## config.mk

```make
export PLATFORM = sky130hd
export DESIGN_NAME = if_fetch_stage
export DESIGN_NICKNAME = d
export VERILOG_FILES = /design/src/rtl/cpu_pkg.sv /design/src/rtl/if_pc_sel.sv /design/src/rtl/if_fetch_stage.sv
export SDC_FILE = /design/constraint.sdc
export NUM_CORES = 1
export LEC_CHECK = 0
export CORE_ASPECT_RATIO = 0.75
export CORE_MARGIN = 2
export CORE_UTILIZATION = 42
export CTS_CLUSTER_SIZE = 40
export DETAILED_ROUTE_END_ITERATION = 16
export GPL_TIMING_DRIVEN = 1
export PLACE_DENSITY = 0.75
export RECOVER_POWER = 25
export SLEW_MARGIN = 20
export SYNTH_ARGS = -nofsm -noshare
export SYNTH_HDL_FRONTEND = slang
export SYNTH_SLANG_ARGS = --single-unit
```

## constraint.sdc

```tcl
create_clock -name clk -period 2.3 [get_ports clk]
set_clock_uncertainty 0.05 [all_clocks]
set_input_delay 0.345 -clock clk [delete_from_list [all_inputs] [get_ports clk]]
set_output_delay 0.345 -clock clk [all_outputs]
set_load 0.005 [all_outputs]
```

## src/rtl/cpu_pkg.sv

```systemverilog
// Shared CPU definitions: opcode field layout, halt encoding and fetch-stage states.
package cpu_pkg;

    localparam int unsigned OPCODE_W = 5;
    localparam int unsigned OPC_MSB  = 31;

    typedef logic [OPCODE_W-1:0] opcode_t;

    localparam opcode_t HALT_OPCODE = 5'b11111;

    typedef enum logic [1:0] {
        BOOT,
        RUN,
        DRAIN,
        DONE
    } if_state_t;

    // True when the instruction word carries the halt opcode in its top field.
    function automatic logic is_halt(input logic [31:0] word);
        return opcode_t'(word[OPC_MSB -: OPCODE_W]) == HALT_OPCODE;
    endfunction

endpackage

```

## src/rtl/if_pc_sel.sv

```systemverilog
// Next-PC priority mux for the fetch stage: reset, redirect, hold, sequential.
module if_pc_sel (
    input  logic        rst_i,
    input  logic        redirect_i,
    input  logic [31:0] target_i,
    input  logic        hold_i,
    input  logic [31:0] pc_i,
    output logic [31:0] pc_next_o
);

    // Redirect outranks hold so a taken branch is never lost to a stall.
    always_comb begin
        pc_next_o = pc_i + 32'd1;
        if (rst_i) begin
            pc_next_o = '0;
        end else if (redirect_i) begin
            pc_next_o = target_i;
        end else if (hold_i) begin
            pc_next_o = pc_i;
        end
    end

endmodule

```

## src/rtl/if_fetch_stage.sv

```systemverilog
// Instruction-fetch stage: owns the PC, drives the synchronous IMEM read port,
// fills the IF/ID register and sequences halt / end-of-memory drain into Done.
module if_fetch_stage
    import cpu_pkg::*;
#(
    parameter  int unsigned IMEM_DEPTH = 256,
    parameter  int unsigned PIPE_DRAIN = 4,
    localparam int unsigned AW         = $clog2(IMEM_DEPTH)
) (
    input  logic          clk,
    input  logic          rst,
    input  logic          stall,
    input  logic          branch_taken,
    input  logic [31:0]   branch_target,
    output logic [AW-1:0] imem_addr,
    input  logic [31:0]   imem_rdata,
    output logic [31:0]   instr,
    output logic [31:0]   pc_out,
    output logic          instr_valid,
    output logic          Done
);

    localparam int unsigned CNT_W = $clog2(PIPE_DRAIN + 1);

    if_state_t          state_q, state_d;
    logic [CNT_W-1:0]   cnt_q, cnt_d;
    logic [31:0]        pc_q;
    logic [31:0]        pc_next;
    logic [31:0]        instr_q, instr_d;
    logic [31:0]        pc_out_q, pc_out_d;
    logic               valid_q, valid_d;
    logic               done_q, done_d;

    logic               redirect;
    logic               hold;
    logic               capture;
    logic               last_word;

    // Branches are ignored once finished; the PC only advances in RUN, so
    // BOOT keeps address 0 in flight until its ROM word can be captured.
    assign redirect  = branch_taken && (state_q != DONE);
    assign hold      = stall || (state_q != RUN);
    assign capture   = (state_q == RUN) && !branch_taken && !stall;
    assign last_word = pc_q >= 32'(IMEM_DEPTH - 1);

    if_pc_sel u_pc_sel (
        .rst_i      (rst),
        .redirect_i (redirect),
        .target_i   (branch_target),
        .hold_i     (hold),
        .pc_i       (pc_q),
        .pc_next_o  (pc_next)
    );

    assign imem_addr   = pc_next[AW-1:0];
    assign instr       = instr_q;
    assign pc_out      = pc_out_q;
    assign instr_valid = valid_q;
    assign Done        = done_q;

    // Next-state logic for the IF/ID register, drain FSM and sticky Done.
    always_comb begin
        state_d  = state_q;
        cnt_d    = cnt_q;
        instr_d  = instr_q;
        pc_out_d = pc_out_q;
        valid_d  = valid_q;
        done_d   = done_q | (state_q == DONE);

        if (redirect) begin
            valid_d  = 1'b0;
            instr_d  = '0;
            pc_out_d = '0;
        end else if (stall) begin
            instr_d  = instr_q;
            pc_out_d = pc_out_q;
            valid_d  = valid_q;
        end else if (state_q == RUN) begin
            instr_d  = imem_rdata;
            pc_out_d = pc_q;
            valid_d  = 1'b1;
        end else begin
            valid_d  = 1'b0;
        end

        case (state_q)
            BOOT: begin
                state_d = RUN;
            end
            RUN: begin
                if (capture && (is_halt(imem_rdata) || last_word)) begin
                    state_d = DRAIN;
                    cnt_d   = '0;
                end
            end
            DRAIN: begin
                if (branch_taken) begin
                    state_d = RUN;
                    cnt_d   = '0;
                end else if (cnt_q == CNT_W'(PIPE_DRAIN - 1)) begin
                    state_d = DONE;
                end else begin
                    cnt_d   = cnt_q + CNT_W'(1);
                end
            end
            DONE: begin
                state_d = DONE;
            end
            default: begin
                state_d = BOOT;
            end
        endcase
    end

    // State register with synchronous active-high reset.
    always_ff @(posedge clk) begin
        if (rst) begin
            state_q  <= BOOT;
            cnt_q    <= '0;
            pc_q     <= '0;
            instr_q  <= '0;
            pc_out_q <= '0;
            valid_q  <= 1'b0;
            done_q   <= 1'b0;
        end else begin
            state_q  <= state_d;
            cnt_q    <= cnt_d;
            pc_q     <= pc_next;
            instr_q  <= instr_d;
            pc_out_q <= pc_out_d;
            valid_q  <= valid_d;
            done_q   <= done_d;
        end
    end

endmodule
```

# Word level (Yosys, flattened, before mapping)
# Index checks and enable logic that the tools add are counted.
[word_totals] wordCells=50 output_inout_bits=74 register_bits=103
[op_classes] muxes=12 reduce_logical=14 n_eq_ne=11 add_sub_neg=2 n_bitwise=2 magnitude_cmp=1
[op_table] op="$mux 32" n=2
[op_table] op="$add 32x1->32 const B" n=1
[op_table] op="$ge 32x8->1 const B" n=1
[op_table] op="$mux 3" n=3
[op_table] op="$mux 8" n=1
[op_table] op="$pmux 2 s4" n=1
[op_table] op="$mux 2" n=3
[op_table] op="$ne 3x3->1 const B" n=2
[op_table] op="$pmux 3 s2" n=1
[op_table] op="$eq 5x5->1 const B" n=1
[op_table] op="$eq 2x2->1 const B" n=2
[op_table] op="$logic_and 1x1->1" n=4
[op_table] op="$ne 2x1->1 const B" n=2
[op_table] op="$ne 2x2->1 const B" n=2
[op_table] op="$reduce_and 2->1" n=2
[op_table] op="$add 3x1->3 const B" n=1
[op_table] op="$eq 3x2->1 const B" n=1
[op_table] op="$reduce_and 3->1" n=1
[op_table] op="$eq 2x1->1 const B" n=1
[op_table] op="$logic_not 1->1" n=2
[op_table] op="$logic_not 2->1" n=1
[op_table] op="$logic_or 1x1->1" n=2
[op_table] op="$reduce_bool 2->1" n=1
[op_table] op="$reduce_or 2->1" n=1
[op_table] op="3 further kinds" n=3

# Logic depth before layout (Yosys ltp)
# Gate-level depths: netlist (run 1).
[logic_depth] word_depth=6 mapped_depth=8 ltp_nobuf=7

# Modules after synthesis
# A second synthesis (run 1) with hierarchy kept.
[unflattened] cells_unflattened=610 area_unflattened_um2=4885.9
[by_module_without_submodules] module="if_fetch_stage" area_each_um2=3558.4 instances=1 cells_per_inst=404
[by_module_without_submodules] module="if_pc_sel" area_each_um2=1327.5 instances=1 cells_per_inst=206

# Least setup slack after synthesis (run 1)
# Ideal clock, no wire load.
[synth_timing] kind="flip-flop to flip-flop" from="reg state_q[0]" to="reg pc_q[30]" required_ns=2.159 path_stages_with_launch=7 slack_ns=0.149 arrival_ns=2.010 synth_period_minus_slack_ns=2.151 path_cell_list="dfxtp_1 > ha_1 > nand2b_1 > clkbuf_1 > or4_4 > or4_1 > a311oi_1"
[synth_between] elab_chain_cells=3
[synth_lines] element="start, declared" line_no="if_fetch_stage.sv:25" source="if_state_t state_q, state_d;"
[synth_lines] element="start signal, assigned" line_no="if_fetch_stage.sv:126" source="state_q <= state_d;"
[synth_lines] element="$ne 2x2->1 or $ne 2x1->1 (tied branches)" line_no="if_fetch_stage.sv:41, if_fetch_stage.sv:42"
[synth_lines] element="$logic_and 1x1->1 or $logic_or 1x1->1 (tied branches)" line_no="if_fetch_stage.sv:41, if_fetch_stage.sv:42"
[synth_lines] element="$ne 2x2->1 (no source line) or $mux 32 (tied branches)"
[synth_lines] element="end signal, assigned" line_no="if_fetch_stage.sv:128" source="pc_q <= pc_next;"
[synth_lines] element="end, declared" line_no="if_fetch_stage.sv:27" source="logic [31:0] pc_q;"
# Parallel ways exist; a longest one is shown, timed or not.
# A chain may end at the register's enable or synchronous reset.

# Worst setup path after layout (run 1)
[layout_timing] from="reg state_q[1]" to="out imem_addr[7]"
[layout_between] elab_chain_cells=5
[layout_lines] element="$ne 2x1->1" line_no="if_fetch_stage.sv:42" source="assign hold = stall || (state_q != RUN);"
[layout_lines] element="$logic_or 1x1->1" line_no="if_fetch_stage.sv:42"
[layout_lines] element="$mux 32" line_no="if_pc_sel.sv:18" source="end else if (hold_i) begin"
[layout_lines] element="$mux 32 (*)" line_no="if_pc_sel.sv:16" source="end else if (redirect_i) begin"
[layout_lines] element="$mux 8 (*)" line_no="if_pc_sel.sv:14" source="if (rst_i) begin"
[layout_lines] element="end, declared" line_no="if_fetch_stage.sv:15" source="output logic [AW-1:0] imem_addr,"
# Mark *: on every way between the ends. The rest lies on a longest branch, timed or not. The select of a mux whose other input is x is not followed.

==> run_results.csv, run 1 <==
group,metric,value,unit
cts,root_buffer,"clkbuf_16",
setup_path,path_common_cell,"buf_6",
synth,yosys.area.top_type,"dfxtp_1",
sta,period_needed,2370,ps
global_route,grt_antenna_before_repair,0,
final_layout,finish.instance_area,0.00668,mm²
synth,ys.warnings.count,0,
synth,ys_seq_area_share,46.4,%
sta,slew_viol_final,0,
run,max-cap-violations,0,
synth,synth_edf_count,0,
synth,ys_async_sr_fraction,0,%
cts,cts.path.max_buffers,2,
floorplanning,coreArea,0.0103,mm²
detailed_routing,ant_nets,0,
pwr,ir_worst_vdd,0.000482,V
setup_path,cp_top_family,"buffers and inverters",
synth,synth_cells,560,
detailed_routing,routed_wl,13200,µm
global_route,grt_pass1_wl,20800,µm
setup_path,cp.arrival,1970,ps
detailed_routing,drc,0,
sta,fmax,422,MHz
detailed_routing,vias,4530,
run_status,status,"complete, but fails checks",
cts,cts_tree,"built",
place,gp_congestion,0.840,
cts,cts.sinks,103,
place,hpwl,9130,µm
global_route,grt_max_degree,63,
synth,ys_types,42,
pwr,p_leak,0.00239,µW
run_status,failed_checks,"setup timing",
global_route,grt_pass1_vias,4374,
place,placed_area,0.00621,mm²
setup_path,worst_path_largest_cell_delay,330,ps
detailed_routing,drt_iter0_drc,155,
global_route,grtUsageTotal,22.8,%
detailed_routing,vias_per_cell,5.26,
global_route,grt_overflow,0,
floorplanning,die_w,123,µm
cts,insertion_delay,350,ps
floorplanning,ioPinCount,142,
sta,finalCritPeriodShare,103,%
final_layout,drive_gt1_share,13.5,%
setup_path,cp_num_buf_inv,4,
sta,setup_viol,3,
place,portBuffers,141,
synth,netlist.area_leader.share,46.4,%
sta,fin_ws,-66.9,ps
synth,ys_top_cells_by_area,"dfxtp_1 46%, nand2_1 12%, a21oi_1 9.3%, xnor2_1 4.3%, a211oi_1 3.0%",
sta,rsz0062_at_grt,"true",
detailed_routing,dr.pass1.iters,4,
setup_path,crit_required,1900,ps
setup_path,critical_path_class,"register to output port",
synth,ys_ff_latch,103,
synth,synth.cell_area,0.00445,mm²
floorplanning,initial_utilization,43.2,%
floorplanning,dieArea,0.0114,mm²
setup_path,worstSetupStartpointType,"register",
setup_path,cp_cell_sequence,"inv_2 > ha_4 > and4b_2 > buf_6 > buf_6 > nand3_2 > xor2_1 > a211oi_1 > buf_2",
min_path,hold_class,"register to register",
cts,cts_buffers,9,
floorplanning,rows,32,
pwr,p_per_area,702,mW/mm²
sta,tightest_slew,639,ps
cts,cts.htree.levels,3,
final_layout,area_growth_syn_to_layout,50.2,%
setup_path,slowest_stage,"dfxtp_2",
final_layout,num_antenna_cells,0,
final_layout,layout.nets,795,
detailed_routing,wl_per_cell,15.3,µm
synth,synth_fp_nets,635,
final_layout,fillCellCount,874,
sta,holdWs,400,ps
sta,finalHoldViolations,0,
setup_path,endpoint_kind,"output port",
cts,cts.reportedPaths.clkPinSlew,70,ps
sta,max-slew-margin-rel,57.4,%
synth,syn_area_per_cell,7.94,µm²
pwr,total_power,4690,µW
synth,ys.flop_type,"dfxtp_1",
floorplanning,die_y,93.1,µm
setup_path,cp_max_fo,3,
==> state kept, by name, indices dropped and copies added, names as in the netlist <==
signal,flops
Done,1
cnt_q,3
instr,32
instr_valid,1
pc_out,32
pc_q,32
state_q,2
==> cells in the mapped netlist (2+ instances only) <==
cell type,number
nand2_1,140
dfxtp_1,103
a21oi_1,83
clkbuf_1,34
nor2_1,24
xnor2_1,22
a211oi_1,18
o21ai_0,18
nor4_1,16
inv_1,13
nand4_1,11
nand3_1,9
xor2_1,8
ha_1,7
nor3_1,6
buf_1,5
a311oi_1,4
and2_1,4
and3_1,4
and4_1,3
a22oi_1,2
nand2b_1,2
o221a_2,2
o22ai_1,2
o31ai_1,2
o32ai_1,2
==> path summary, 6_finish.rpt <==
| check | start | endpoint | slack (ps) | cells past startpoint |
|---|---|---|---|---|
| max | state_q[1] | imem_addr[7] | -70 | 9 |
| min | instr[7] | instr[7] | 400 | 2 |
| max reg2reg | state_q[1] | pc_q[28] | 90 | 10 |
| min reg2reg | instr[7] | instr[7] | 400 | 2 |
==> what timing repair did <==
item / in CTS / in global routing
hold buffers: 0 / 0
buffers inserted: 5 / 6
pin swaps: 2 / 9
resized for setup: 22 / 34
setup endpoints to repair: 8 / 16
cloned: 0 / 1
==> where the power goes <==
part	total, µW	internal, µW	switching [µW]	leakage [µW]
clock network	1570	885	683	0.000144
registers	2030	1910	124	0.000840
logic	1090	526	567	0.00141
==> per-stage QoR <==
step / setup slack, ps / std cells / utilization [%] / setup TNS [ps]
CTS: -168 / 855 / 63.6 / -244
global placement: -328 / 834 / 60.3 / -2390
floorplan: 149 / 560 / - / 0
global route: -165 / 861 / 64.9 / -1030
detailed placement: -351 / 834 / 60.3 / -3710
finish: -66.9 / 861 / 64.9 / -82.6
==> cells in the final DEF, fill, tap and decap left out, drive strengths merged, types with 2 or more instances in the layout <==
master / synthesis / final
a22oi: 2 / 2
nor2: 24 / 24
a211oi: 18 / 18
clkdlybuf4s50: 0 / 98
a21oi: 83 / 83
xnor2: 22 / 22
o31ai: 2 / 2
o21ai: 18 / 18
buf: 5 / 48
and3: 4 / 4
clkinvlp: 0 / 2
and2: 5 / 5
nor3: 6 / 6
nand4: 11 / 11
nand2b: 2 / 2
or4: 2 / 2
xor2: 8 / 8
and4: 4 / 4
o32ai: 2 / 2
dlygate4sd3: 0 / 35
o22ai: 2 / 2
nand3: 9 / 9
inv: 13 / 15
nor4: 16 / 16
clkbuf: 34 / 18
a311oi: 4 / 4
dfxtp: 103 / 103
ha: 7 / 7
o221a: 2 / 2
nand2: 141 / 141
==> metal layers <==
| metal | vias up | GRT usage, % | part of all wire (%) |
|---|---|---|---|
| li1 | 2253 | - | - |
| met1 | 2117 | 28.8 | 44 |
| met2 | 152 | 39.2 | 47 |
| met3 | 8 | 6.10 | 7.7 |
| met4 | 0 | 4.69 | 0.61 |
| met5 | - | 0 | 0 |
==> cell type report <==
type                            instances  area (µm²)  area share (%)
Clock buffer                           11         243            3.63
Tap cell                              136         170            2.55
Sequential cell                       103        2060            30.9
Inverter                               13        48.8           0.730
Multi-Input combinational cell        405        2300            34.4
Timing Repair Buffer                  188        1790            26.8
Clock inverter                          5        65.1           0.974
==> worst min-delay path, cell delays in order (launching register included) <==
cell and delay (ps):
dfxtp_1 300, nand2_1 50, a21oi_1 50
==> logic make-up after synthesis <==
logic type | Yosys count | synth area share, %
AOI/OAI and AO/OA | 138 | 18.0
muxes | 1 | 0.225
buffers and inverters | 52 | 4.39
adders and majority gates | 7 | 1.97
and+or+nand+nor | 229 | 23.2
xor gates and xnor gates | 30 | 5.91
DFF | 103 | 46.4
Note: power is estimated with default switching activity, not from simulation.
==> inputs of run 2 (changes only) <==
GPL_ROUTABILITY_DRIVEN = 0   (was not set)
==> results of run 2 <==
Same layout as run 1: the final DEF is identical, and so are final timing and power.
